==> src/rtl/imem_loader.sv <==
// imem_loader: byte-stream writer for the instruction memory.
// Collects little-endian 32-bit words from a byte stream and writes them to
// consecutive word addresses starting at 0. Fetch is stalled for the whole
// load, and Done pulses once when the load completes.
module imem_loader #(
    parameter int ADDR_WIDTH = 5,
    parameter int DATA_WIDTH = 32
) (
    input  logic                  clk,
    input  logic                  rst,
    input  logic                  Start,
    input  logic [ADDR_WIDTH:0]   LenW,
    input  logic                  ByteValid,
    input  logic [7:0]            ByteIn,
    output logic                  ByteReady,
    output logic                  WE,
    output logic [ADDR_WIDTH-1:0] WA,
    output logic [DATA_WIDTH-1:0] WD,
    output logic                  StallF,
    output logic                  Busy,
    output logic                  Done
);

    typedef enum logic [1:0] {
        S_IDLE,
        S_RECV,
        S_WRITE,
        S_DONE
    } state_t;

    state_t                state;
    logic [1:0]            byte_cnt;
    logic [ADDR_WIDTH-1:0] word_cnt;
    logic [ADDR_WIDTH-1:0] last_word;  // clamped length minus one
    logic [23:0]           asm_word;   // bytes 0..2; byte 3 goes straight to WD

    // Load sequencer; every output is a register updated alongside the state
    always_ff @(posedge clk) begin
        if (rst) begin
            state     <= S_IDLE;
            byte_cnt  <= '0;
            word_cnt  <= '0;
            last_word <= '0;
            asm_word  <= '0;
            ByteReady <= 1'b0;
            WE        <= 1'b0;
            WA        <= '0;
            WD        <= '0;
            StallF    <= 1'b0;
            Busy      <= 1'b0;
            Done      <= 1'b0;
        end else begin
            WE   <= 1'b0;
            Done <= 1'b0;
            case (state)
                S_IDLE: begin
                    if (Start) begin
                        byte_cnt <= '0;
                        word_cnt <= '0;
                        StallF   <= 1'b1;
                        Busy     <= 1'b1;
                        if (LenW != '0) begin
                            // Lengths at or above capacity clamp to a full memory
                            last_word <= LenW[ADDR_WIDTH] ? '1
                                       : LenW[ADDR_WIDTH-1:0] - ADDR_WIDTH'(1);
                            ByteReady <= 1'b1;
                            state     <= S_RECV;
                        end else begin
                            Done  <= 1'b1;
                            state <= S_DONE;
                        end
                    end
                end
                S_RECV: begin
                    if (ByteValid && ByteReady) begin
                        byte_cnt <= byte_cnt + 2'd1;
                        case (byte_cnt)
                            2'd0: asm_word[7:0]   <= ByteIn;
                            2'd1: asm_word[15:8]  <= ByteIn;
                            2'd2: asm_word[23:16] <= ByteIn;
                            default: begin
                                WE        <= 1'b1;
                                WA        <= word_cnt;
                                WD        <= {ByteIn, asm_word};
                                ByteReady <= 1'b0;
                                state     <= S_WRITE;
                            end
                        endcase
                    end
                end
                S_WRITE: begin
                    if (word_cnt == last_word) begin
                        Done  <= 1'b1;
                        state <= S_DONE;
                    end else begin
                        word_cnt  <= word_cnt + ADDR_WIDTH'(1);
                        ByteReady <= 1'b1;
                        state     <= S_RECV;
                    end
                end
                S_DONE: begin
                    word_cnt <= '0;
                    StallF   <= 1'b0;
                    Busy     <= 1'b0;
                    state    <= S_IDLE;
                end
                default: begin
                    ByteReady <= 1'b0;
                    StallF    <= 1'b0;
                    Busy      <= 1'b0;
                    state     <= S_IDLE;
                end
            endcase
        end
    end

endmodule
==> config.mk <==
export PLATFORM = sky130hd
export DESIGN_NAME = imem_loader
export DESIGN_NICKNAME = d
export VERILOG_FILES = /design/src/rtl/imem_loader.sv
export SDC_FILE = /design/constraint.sdc
export NUM_CORES = 1
export LEC_CHECK = 0
export ABC_CLOCK_PERIOD_IN_PS = 2050
export BUFFER_PORTS_ARGS = -buffer_cell sky130_fd_sc_hd__buf_2
export CORE_MARGIN = 2
export CORE_UTILIZATION = 54
export DETAILED_ROUTE_END_ITERATION = 16
export PLACE_DENSITY = 0.78
export SLEW_MARGIN = 40
export SYNTH_ARGS = -nofsm -noshare
export SYNTH_HDL_FRONTEND = slang
export SYNTH_SLANG_ARGS = --single-unit
export TNS_END_PERCENT = 20
==> constraint.sdc <==
create_clock -name clk -period 2.05 [get_ports clk]
set_input_delay 0.41 -clock clk [delete_from_list [all_inputs] [get_ports clk]]
set_output_delay 0.41 -clock clk [all_outputs]
set_load 0.05 [all_outputs]
==> flow_summary.yaml <==
clock_network:
  root_buffer: "clkbuf_8"
  path_clk_slew_ns: 0.07
  numCtsBuffers: 9
  worst_skew_pair.late_latency_ns: 0.34
  post_cts_buffers: 0
  holdBufCountCts: 0
  htree_levels: 3
  clk_path_buf_depth: 2
  cts_resized: 0
  cts_tree: "built"
  clkSinkCount: 79
logic_synthesis:
  syn_inst: 385
  synthAdderAreaFrac: 0.02358
  muxShareOfSynthArea: 0.003145
  synthXorXnorAreaFrac: 0.01926
  synthesis.area_um2: 3183
  yosysSeqAreaShare: 0.4969
  ys_dominant_reg_cell: "dfxtp_1"
  synth_warnings: 0
  synthSimpleGateAreaFrac: 0.2362
  synth_edf_count: 0
  syn_avg_cell_area_um2: 8.268
  ys_async_sr_fraction: 0
  syn_nets: 409
  ys_types: 45
  synth-seq-cells: 79
  synth_top_family_by_area: "simple AND/OR/NAND/NOR gates"
  synth_compound_area_frac: 0.1690
placed_design:
  hpwlAfterDp_um: 4696
  port_buffers: 59
  dp_worst_setup_slack_ns: 0.2581
  gp_congestion: 0.8124
sta:
  setup_ws_ns: 0.3103
  finalCritPeriodShare: 0.8486
  rsz0062_at_grt: "false"
  skew_ns: 0.008632
  tns_ns: 0
  slew_headroom: 0.6194
  finalCriticalPeriod_ns: 1.740
  max_freq_mhz: 574.8
  finalSetupViolCount: 0
  hold_viol: 0
  tightest_slew_ns: 0.5665
  slew_viol_final: 0
global_route:
  grtUsageMet1: 0.2890
  grt_pass1_vias: 2502
  grt_first_pass_wirelength_um: 11120
  grt_max_degree: 38
  grt.overflow.total: 0
  antenna_found_initial: 0
  global_route.usage.total: 0.2219
  met3_usage: 0.03556
  busiest_layer: "met2"
  met2_usage: 0.3583
final_layout:
  seqCellArea_um2: 1582
  fill_cells: 506
  nets: 460
  multi_input_area_um2: 1436
  drive_gt1_frac: 0.2096
  area_delta_synth_final_pct: 15.72
  antennaDiodeCount: 0
pwr:
  powerDensity_nw_per_um2: 787.6
  internal_power_w: 0.002209
  clock_power_share: 0.380
  seqPwrFrac: 0.546
  p_comb_frac: 0.073
  vdd_drop_max_mv: 0.5332
  p_leak_nw: 1.383
  swShare: 0.2386
  switchingPower_w: 0.0006922
floorplan:
  core_area_um2: 5608
  die_w_um: 80.78
  pin_count: 60
  start_util: 0.5676
  die-area_um2: 6525
  core.rowCount: 27
  die_h_um: 80.78
status:
  status: "completed"
run:
  cap_violations: 0
worst_setup_path:
  start_kind: "flop"
  crit_required_ns: 2.26
  cp_max_fo: 18
  path_class: "reg2reg"
  crit_arrival_ns: 1.95
  end_kind: "flop"
routing:
  via_count: 2739
  via_per_inst: 5.360
  routedWlPerCell_um: 13.23
  ant_nets: 0
  drcViolationCount: 0
  drt-initial-drc-count: 183
  routed_wl_um: 6760
  drt_first_pass_iters: 4
hold_path:
  worst_hold_path_type: "in2reg"
## final cells by class
class | instances | area share
Sequential cell | 79 | 0.4293
Multi-Input combinational cell | 270 | 0.3899
Timing Repair Buffer | 66 | 0.09443
Clock buffer | 10 | 0.03736
Tap cell | 72 | 0.02446
Clock inverter | 4 | 0.01291
Inverter | 10 | 0.01155
## logic make-up after synthesis
group	count (synthesis)
AO/OA/AOI/OAI	91
XOR/XNOR	7
AND/OR/NAND/NOR	165
adder cells (fa/ha/maj)	6
multiplexers	1
flip-flops	79
buffers and inverters	36
## through the flow
| stage | total power (W) | cells | hold slack (ns) | util | area [um^2] |
|---|---|---|---|---|---|
| 4_1_cts | 0.002920 | 511 | 0.2781 | 0.6569 | 3684 |
| 3_3_place_gp | 0.001825 | 497 | 0.4379 | 0.6238 | 3498 |
| 5_1_grt | 0.003000 | 511 | 0.2969 | 0.6569 | 3684 |
| 2_1_floorplan | 0.001770 | 385 | 0.4321 | - | 3183 |
| 3_5_place_dp | 0.001828 | 497 | 0.4441 | 0.6238 | 3498 |
| 6_report | 0.002901 | 511 | 0.2871 | 0.6569 | 3684 |
## power groups by stage
stage | Combinational, W | Clock (W) | Sequential [W]
3_3_place_gp | 0.000206 | 0 | 0.00162
6_report | 0.000212 | 0.00110 | 0.00159
5_1_grt | 0.000228 | 0.00118 | 0.00159
4_1_cts | 0.000210 | 0.00113 | 0.00158
2_1_floorplan | 0.000144 | 0 | 0.00163
3_5_place_dp | 0.000208 | 0 | 0.00162
## registers in the layout, summed over array words and instances (netlist names)
register   flops
WD            32
asm_word      24
WA             5
last_word      5
word_cnt       5
byte_cnt       2
state          2
Busy           1
ByteReady      1
Done           1
WE             1
## cell usage after synthesis, types with 3 or more instances
master / count / area, um^2
o311ai_1: 3 / 26.28
o21ai_0: 8 / 40.04
nand3_1: 29 / 145.1
nand2_1: 106 / 397.9
a21oi_1: 66 / 330.3
buf_4: 3 / 22.52
dfxtp_1: 79 / 1582
nor2_1: 7 / 26.28
buf_2: 5 / 25.02
xnor2_1: 6 / 52.55
clkbuf_1: 15 / 56.30
inv_1: 9 / 33.78
a311oi_1: 3 / 26.28
nand4_1: 4 / 25.02
ha_1: 6 / 75.07
nor3_1: 5 / 25.02
## layer usage
metal | vias to the layer above | share of wire
li1 | 1407 | -
met1 | 1252 | 0.48
met2 | 67 | 0.46
met3 | 13 | 0.044
met4 | 0 | 0.018
met5 | - | 0
## critical path: stages (launching register included)
cell and delay [ns]:
dfxtp_1 0.63, and4b_2 0.53, nand2_1 0.26, nand2_1 0.13, a21oi_1 0.07
## placed cells by master (no fill, tap or decap), types with 2 or more instances in the layout
master,instances
nand2_1,106
dfxtp_1,79
a21oi_1,66
buf_2,59
nand3_1,29
clkbuf_8,10
inv_1,9
o21ai_0,8
nor2_1,7
buf_4,7
xnor2_1,6
ha_1,6
nor3_1,5
nand4_1,4
o311ai_1,3
a311oi_1,3
or3_1,2
clkinv_2,2
## final timing paths
kind	start	to	slack, ns	cells past startpoint
setup / recovery	state[0]	asm_word[19]	0.31	4
hold / removal	LenW[0]	last_word[0]	0.29	2
setup reg to reg	state[0]	asm_word[19]	0.31	4
hold reg to reg	WA[2]	WA[2]	0.45	2
No activity file was read; power rests on OpenSTA's default activity.
